## config.mk

```make
export PLATFORM = sky130hd
export DESIGN_NAME = ws2812_frame_scheduler
export DESIGN_NICKNAME = d
export VERILOG_FILES = /design/src/rtl/ws2812_frame_scheduler.sv
export SDC_FILE = /design/constraint.sdc
export NUM_CORES = 1
export LEC_CHECK = 0
export BUFFER_PORTS_ARGS = -buffer_cell sky130_fd_sc_hd__clkbuf_2
export CAP_MARGIN = 20
export CORE_ASPECT_RATIO = 1.25
export CORE_MARGIN = 2
export CORE_UTILIZATION = 30
export DETAILED_ROUTE_END_ITERATION = 7
export PLACE_DENSITY = 0.5
export SYNTH_ARGS = -nofsm -noshare
export SYNTH_HDL_FRONTEND = slang
export SYNTH_SLANG_ARGS = --single-unit
export TNS_END_PERCENT = 50
```

## constraint.sdc

```tcl
create_clock -name i_clk -period 4.26 [get_ports i_clk]
set_clock_uncertainty 0.05 [all_clocks]
set_input_delay 0.213 -clock i_clk [delete_from_list [all_inputs] [get_ports i_clk]]
set_output_delay 0.213 -clock i_clk [all_outputs]
set_load 0.005 [all_outputs]
```

## src/rtl/ws2812_frame_scheduler.sv

```systemverilog
`default_nettype none
// ============================================================================
// ws2812_frame_scheduler : fetches GRB pixels over req/valid and serialises one
// WS2812 frame followed by the latch period. Option macro: WS2812_PREFETCH_EN.
// Revision: 1.0
// ============================================================================
module ws2812_frame_scheduler #(
  parameter int NUM_LEDS     = 8,
  parameter int T0H_CYCLES   = 20,
  parameter int T1H_CYCLES   = 40,
  parameter int TBIT_CYCLES  = 63,
  parameter int RESET_CYCLES = 2500,
  localparam int IDX_W       = (NUM_LEDS > 1) ? $clog2(NUM_LEDS) : 1
) (
  input  logic             i_clk,
  input  logic             i_reset_n,
  input  logic             i_start,
  output logic             o_busy,
  output logic             o_pix_req,
  output logic [IDX_W-1:0] o_pix_idx,
  input  logic             i_pix_valid,
  input  logic [23:0]      i_pix_data,
  output logic             o_serial,
  output logic             o_frame_done
);

  localparam int CNT_MAX = (TBIT_CYCLES > RESET_CYCLES) ? TBIT_CYCLES : RESET_CYCLES;
  localparam int CNT_W   = $clog2(CNT_MAX + 1);

  if (!(T0H_CYCLES > 0 && T0H_CYCLES < T1H_CYCLES && T1H_CYCLES < TBIT_CYCLES &&
        RESET_CYCLES >= 1 && NUM_LEDS >= 1)) begin : g_param_check
    $fatal(1, "ws2812_frame_scheduler: illegal timing/size parameters");
  end

  typedef enum logic [1:0] {ST_IDLE, ST_FETCH, ST_SEND, ST_LATCH} state_t;

  state_t           r_state, w_state_nxt;
  logic [IDX_W-1:0] r_idx, w_idx_nxt, w_idx_inc, w_pix_idx_nxt;
  logic [23:0]      r_shift, w_shift_nxt;
  logic [4:0]       r_bit_cnt, w_bit_cnt_nxt;
  logic [CNT_W-1:0] r_cyc_cnt, w_cyc_cnt_nxt, w_cyc_inc, w_th;
  logic             w_busy_nxt, w_pix_req_nxt, w_serial_nxt, w_frame_done_nxt;
  logic             w_cell_end, w_last_pix;
`ifdef WS2812_PREFETCH_EN
  logic [23:0]      r_hold, w_hold_nxt;
  logic             r_hold_vld, w_hold_vld_nxt, w_accept;

  assign w_accept = o_pix_req & i_pix_valid;
`endif

  assign w_idx_inc  = r_idx + IDX_W'(1);
  assign w_cyc_inc  = r_cyc_cnt + CNT_W'(1);
  assign w_cell_end = (r_cyc_cnt == CNT_W'(TBIT_CYCLES - 1));
  assign w_last_pix = (r_idx == IDX_W'(NUM_LEDS - 1));
  assign w_th       = r_shift[23] ? CNT_W'(T1H_CYCLES) : CNT_W'(T0H_CYCLES);

  always_comb begin
    w_state_nxt      = r_state;
    w_idx_nxt        = r_idx;
    w_shift_nxt      = r_shift;
    w_bit_cnt_nxt    = r_bit_cnt;
    w_cyc_cnt_nxt    = r_cyc_cnt;
    w_busy_nxt       = o_busy;
    w_pix_req_nxt    = o_pix_req;
    w_pix_idx_nxt    = o_pix_idx;
    w_serial_nxt     = 1'b0;
    w_frame_done_nxt = 1'b0;
`ifdef WS2812_PREFETCH_EN
    w_hold_nxt       = r_hold;
    w_hold_vld_nxt   = r_hold_vld;
`endif
    case (r_state)
      ST_IDLE: begin
        if (i_start) begin
          w_state_nxt   = ST_FETCH;
          w_idx_nxt     = '0;
          w_busy_nxt    = 1'b1;
          w_pix_req_nxt = 1'b1;
          w_pix_idx_nxt = '0;
        end
      end
      ST_FETCH: begin
        if (i_pix_valid) begin
          w_state_nxt   = ST_SEND;
          w_shift_nxt   = i_pix_data;
          w_bit_cnt_nxt = 5'd23;
          w_cyc_cnt_nxt = '0;
          w_serial_nxt  = 1'b1;
          w_pix_req_nxt = 1'b0;
`ifdef WS2812_PREFETCH_EN
          if (!w_last_pix) begin
            w_pix_req_nxt = 1'b1;
            w_pix_idx_nxt = w_idx_inc;
          end
`endif
        end
      end
      ST_SEND: begin
`ifdef WS2812_PREFETCH_EN
        if (w_accept) begin
          w_hold_nxt     = i_pix_data;
          w_hold_vld_nxt = 1'b1;
          w_pix_req_nxt  = 1'b0;
        end
`endif
        // Output is registered, so the level is decided for the next cycle's count.
        if (!w_cell_end) begin
          w_cyc_cnt_nxt = w_cyc_inc;
          w_serial_nxt  = (w_cyc_inc < w_th);
        end else if (r_bit_cnt != 5'd0) begin
          w_bit_cnt_nxt = r_bit_cnt - 5'd1;
          w_shift_nxt   = {r_shift[22:0], 1'b0};
          w_cyc_cnt_nxt = '0;
          w_serial_nxt  = 1'b1;
        end else if (w_last_pix) begin
          w_state_nxt      = ST_LATCH;
          w_cyc_cnt_nxt    = '0;
          w_frame_done_nxt = (RESET_CYCLES == 1);
`ifdef WS2812_PREFETCH_EN
        end else if (r_hold_vld || w_accept) begin
          w_idx_nxt      = w_idx_inc;
          w_shift_nxt    = r_hold_vld ? r_hold : i_pix_data;
          w_hold_vld_nxt = 1'b0;
          w_bit_cnt_nxt  = 5'd23;
          w_cyc_cnt_nxt  = '0;
          w_serial_nxt   = 1'b1;
          w_pix_req_nxt  = (w_idx_inc != IDX_W'(NUM_LEDS - 1));
          w_pix_idx_nxt  = w_idx_inc + IDX_W'(1);
`endif
        end else begin
          w_state_nxt   = ST_FETCH;
          w_idx_nxt     = w_idx_inc;
          w_pix_req_nxt = 1'b1;
          w_pix_idx_nxt = w_idx_inc;
        end
      end
      ST_LATCH: begin
        if (r_cyc_cnt == CNT_W'(RESET_CYCLES - 1)) begin
          w_state_nxt = ST_IDLE;
          w_busy_nxt  = 1'b0;
        end else begin
          w_cyc_cnt_nxt    = w_cyc_inc;
          w_frame_done_nxt = (w_cyc_inc == CNT_W'(RESET_CYCLES - 1));
        end
      end
      default: w_state_nxt = ST_IDLE;
    endcase
  end

  always_ff @(posedge i_clk) begin
    if (!i_reset_n) begin
      r_state      <= ST_IDLE;
      r_idx        <= '0;
      r_shift      <= '0;
      r_bit_cnt    <= '0;
      r_cyc_cnt    <= '0;
      o_busy       <= 1'b0;
      o_pix_req    <= 1'b0;
      o_pix_idx    <= '0;
      o_serial     <= 1'b0;
      o_frame_done <= 1'b0;
`ifdef WS2812_PREFETCH_EN
      r_hold       <= '0;
      r_hold_vld   <= 1'b0;
`endif
    end else begin
      r_state      <= w_state_nxt;
      r_idx        <= w_idx_nxt;
      r_shift      <= w_shift_nxt;
      r_bit_cnt    <= w_bit_cnt_nxt;
      r_cyc_cnt    <= w_cyc_cnt_nxt;
      o_busy       <= w_busy_nxt;
      o_pix_req    <= w_pix_req_nxt;
      o_pix_idx    <= w_pix_idx_nxt;
      o_serial     <= w_serial_nxt;
      o_frame_done <= w_frame_done_nxt;
`ifdef WS2812_PREFETCH_EN
      r_hold       <= w_hold_nxt;
      r_hold_vld   <= w_hold_vld_nxt;
`endif
    end
  end

endmodule
`default_nettype wire

```

Word level (Yosys, flattened, before mapping)
Index checks and enable logic that the tools add are counted.
{"block": "totals", "ff_bits": 50, "out_inout_bits": 7, "elab_cells": 84}
{"block": "op_classes", "n_addsub": 3, "n_lt_le_gt_ge": 1, "n_eq_ne": 16, "muxes": 39, "n_bitwise": 2, "reduce_logical": 14}
{"operator": "two-way mux 24 bit", "n": 3}
{"operator": "two-way mux 12 bit", "n": 5}
{"operator": "one-hot mux 24 bit (2 select lines)", "n": 1}
{"operator": "one-hot mux 12 bit (3 select lines)", "n": 1}
{"operator": "== test 12 bit, second input constant", "n": 2}
{"operator": "inequality test 2 bit, second input constant", "n": 8}
{"operator": "two-way mux 5 bit", "n": 3}
{"operator": "adder 12 x 1 -> 12 bit, second input constant", "n": 1}
{"operator": "== test 12 x 6 -> 1 bit, second input constant", "n": 1}
{"operator": "less-than comparator 12 x 6 -> 1 bit", "n": 1}
{"operator": "two-way mux 2 bit", "n": 6}
{"operator": "two-way mux 3 bit", "n": 4}
{"operator": "one-hot mux 5 bit (2 select lines)", "n": 1}
{"operator": "AND reduction 5 bit", "n": 2}
{"operator": "two-way mux 1 bit", "n": 9}
{"operator": "one-hot mux 2 bit (4 select lines)", "n": 1}
{"operator": "AND reduction 4 bit", "n": 2}
{"operator": "two-way mux 6 bit", "n": 1}
{"operator": "one-hot mux 3 bit (2 select lines)", "n": 1}
{"operator": "AND reduction 6 bit", "n": 1}
{"operator": "nonzero test 2 bit", "n": 3}
{"operator": "nonzero test 3 bit", "n": 2}
{"operator": "nonzero test 5 bit", "n": 1}
{"operator": "subtractor 5 x 1 -> 5 bit, second input constant", "n": 1}
{"operator": "other kinds (11)", "n": 14}

Longest topological paths before layout
{"block": "depth", "ltp_word": 5, "mapped_depth": 11}

Least setup slack after synthesis
OpenSTA, ideal clock, no wires.
{"block": "synth_timing", "path_type": "reg-to-reg", "from": "register r_cyc_cnt[0]", "to": "register r_shift[10]", "arrival_ns": 1.980, "slack_ns": 2.084, "path_stages_with_launch": 8, "n_path_buf": 1, "period_less_slack_ns": 2.176, "cell_sequence": "dfxtp_1 inv_1 ha_1 or3b_1 or4_4 a21oi_4 buf_2 a211oi_2"}
{"block": "synth_between", "elab_chain_cells": 3}
{"item": "start: declaration", "line": "41", "text": "logic [CNT_W-1:0] r_cyc_cnt, w_cyc_cnt_nxt, w_cyc_inc, w_th;"}
{"item": "start signal: assignment", "line": "171", "text": "r_cyc_cnt <= w_cyc_cnt_nxt;"}
{"item": "== test 12 x 6 -> 1 bit", "line": "53", "text": "assign w_cell_end = (r_cyc_cnt == CNT_W'(TBIT_CYCLES - 1));"}
{"item": "inequality test 2 bit (no line)"}
{"item": "AND reduction 4 bit (no line)"}
{"item": "end signal: assignment", "line": "169", "text": "r_shift <= w_shift_nxt;"}
{"item": "end: declaration", "line": "39", "text": "logic [23:0] r_shift, w_shift_nxt;"}
No other way between the ends.
A chain may end at the register's enable or synchronous reset.

Final worst setup path
{"block": "layout_timing", "from": "register r_cyc_cnt[6]", "to": "register r_bit_cnt[1]"}
{"block": "layout_between", "elab_chain_cells": 3}
{"item": "== test 12 x 6 -> 1 bit", "line": "53"}
{"item": "inequality test 2 bit (no line)"}
{"item": "AND reduction 4 bit (no line)"}
{"item": "end signal: assignment", "line": "170", "text": "r_bit_cnt <= w_bit_cnt_nxt;"}
{"item": "end: declaration", "line": "40", "text": "logic [4:0] r_bit_cnt, w_bit_cnt_nxt;"}
No other way between the ends.

==> qor.txt <==
Simple-gate share of the synthesized area - 22.5%
CTS max path bufs - 2
Detailed Routing Iterations Pass 1 - 6
Clk_lat worst skew - 0.29 ns
Int Pwr - 1200 µW
CP required - 4.42 ns
Crit start category - flip-flop
CTS tree - built
Die area - 0.0106 mm²
CTS Root Cell - clkbuf_16
WP data arrival - 2.99 ns
Clock power share - 24.1%
Max Fclk - 353 MHz
Slew HR - 56.3%
Nets - 401
Adder-Cell Fraction of Synth Area - 5.98%
Resized Gates After CTS - 0
Vias in the first global route - 2458
Synth Register Bits - 50
Gate power share - 43.3%
Initial DRC count - 86
Global-route wire length before repair - 11.9 mm
FFs w/ async S/R, synth - 0%
Die H - 114 µm
Hold WC Path Type - input pin to flip-flop
Flop pwr share - 32.6%
Final core utilization - 35.2%
Hold slack - 0.142 ns
NetSw - 748 µW
H-tree Lvls - 2
P_leak - 0.00119 µW
Mux contribution to synthesized area - 9.23%
DRC errors left - 0
Final hold viol count - 0
CTS Sinks - 50
Storage cell area - 0.00100 mm²
Crit path kind - flip-flop to flip-flop
Distinct cells, synth - 52
Area growth syn-to-layout - 14.8%
Syn nets - 381
Reg-to-reg startpoint - r_cyc_cnt[6]$_SDFFE_PN0P_
Share of cells above drive strength 1 - 18.6%
Hold path start - i_pix_data[0]
Min Tclk post-route - 2.84 ns
Pre-CTS setup slack - 1.42 ns
PD cells - 580 mW/mm²
Post-route ant nets - 0
IO Pins - 35
Setup bufs post-CTS - 0
Site Rows - 40
Global route overflow - 0
Worst Path Max Fanout - 29
Antenna violations before repair - 0
Final setup viols - 0
Die Width - 92.4 µm
Sw Ratio - 38.3%
Post-CTS Hold Buffers - 0
Port Buffer Count - 34
Syn avg cell area - 8.64 µm²
Fillers - 987
Core Area - 0.00956 mm²
Synth Area in XOR/XNOR - 2.39%
Final worst-path setup slack - 1.42 ns
Largest net degree at the start of global routing - 40
Starting Density - 30.6%
Multi-input logic area - 0.00178 mm²
Slew Limit Fails - 0
Main flop type after synthesis - dfxtp_1
Period Utilization, post-route - 66.6%
DPL Wire Length - 4.97 mm
Total track usage - 13.9%
Average wire per standard cell - 14.1 µm
RSZ-0062 raised after global routing - no
Clock slew at reported path FFs - 0.07 ns
CTS Buf Count - 5
Register area share after synthesis - 34.2%
Crit path from - r_cyc_cnt[6]$_SDFFE_PN0P_
Diode count - 0
Area of the mapped netlist - 0.00293 mm²
Slew @ Worst Pin - 0.654 ns
Post-synth EDFFs - 0
Via Count - 2500
Setup TNS - 0 ns
Placed cell areas - 0.00319 mm²
Synth warn - 0
Gpl congestion - 0.816
Synth Area in Compound Gates - 20.7%
WL final - 6.84 mm
Cell count after synthesis - 339
Worst VDD drop - 307 µV
Outcome - complete, no violations
Drt via density - 5.14
Max cap viols - 0
Crit. End Element - flip-flop
Final Instance Area - 0.00336 mm²
Largest family of logic cells by synthesized area - simple AND/OR/NAND/NOR gates
## metrics by stage
stage,power (µW),std cells
global placement,1480,478
CTS,1980,486
global route,2110,486
finish,1950,486
floorplan,1340,339
detailed placement,1500,478
## cell usage in the layout, fill, tap and decap left out, drive strengths merged, types with 11 or more instances in the layout
cell type	synthesis	routed
nand2	29	29
a21oi	22	22
a211oi	24	24
mux2i	27	27
nand3	14	14
dfxtp	50	50
ha	14	14
nor2	35	35
clkbuf	19	39
inv	9	11
## layout make-up
cell class	instances	area share [%]
clock buffers	5	3.72
clock inverters	3	1.41
inverters	9	1.00
multi-input cells	255	53.1
flip-flops and latches	50	29.8
well taps	126	4.69
repair buffers	38	6.33
## Yosys cell counts (4+ instances only)
master	n	area, µm²
nand4_1	7	43.8
o32ai_1	4	35.0
nor2_1	35	131
o21ai_0	7	35.0
nand2b_1	8	50.1
a211oi_1	10	75.1
a21oi_1	21	105
xnor2_1	5	43.8
nand3_1	14	70.1
inv_1	9	33.8
ha_1	14	175
o31ai_1	5	37.5
clkbuf_1	19	71.3
mux2i_1	27	270
nor3_1	4	20.0
dfxtp_1	50	1000
a211oi_2	14	175
nand3b_1	4	30.0
nand2_1	29	109
## state kept, by name, indices dropped and copies added, names as in the netlist
signal	cells
r_bit_cnt	5
o_serial	1
r_cyc_cnt	12
o_busy	1
o_pix_req	1
o_frame_done	1
r_idx	3
r_shift	24
r_state	2
## worst paths after layout
kind	end	slack, ns	cells after the start
max reg2reg	r_bit_cnt[1]$_SDFFE_PN0P_	1.42	6
min	r_shift[0]$_SDFFE_PN0P_	0.14	3
max	r_bit_cnt[1]$_SDFFE_PN0P_	1.42	6
min reg2reg	r_shift[0]$_SDFFE_PN0P_	0.43	2
## logic make-up (layout without fill, tap and decap cells)
| kind of cell | count (synthesis) | in the layout |
|---|---|---|
| buffers and inverters | 34 | 55 |
| DFF | 50 | 50 |
| AOI/OAI and AO/OA | 78 | 78 |
| adders and majority gates | 14 | 14 |
| xor gates and xnor gates | 8 | 8 |
| muxes | 27 | 27 |
| and+or+nand+nor | 128 | 128 |
## worst max-delay path, cell delays in order, from the launching register on
cell      delay, ns
dfxtp_1        0.44
or4_1          0.60
or4_4          0.53
a21oi_4        0.57
buf_12         0.26
nor2_1         0.05
a311oi_1       0.23
## per-layer routing
layer	GRT usage [%]	part of all wire [%]	vias to the layer above
li1	-	-	1281
met1	15.9	44	1154
met2	25.1	50	56
met3	3.29	4.6	9
met4	5.07	1.7	0
met5	0	0	-
## power groups by stage
stage          combinational (µW)  clock, µW  sequential (µW)
6_report                      845        471              635
4_1_cts                       856        485              637
5_1_grt                       953        505              649
2_1_floorplan                 706          0              630
3_5_place_dp                  853          0              647
3_3_place_gp                  840          0              645
Note: power is estimated with default switching activity, not from simulation.
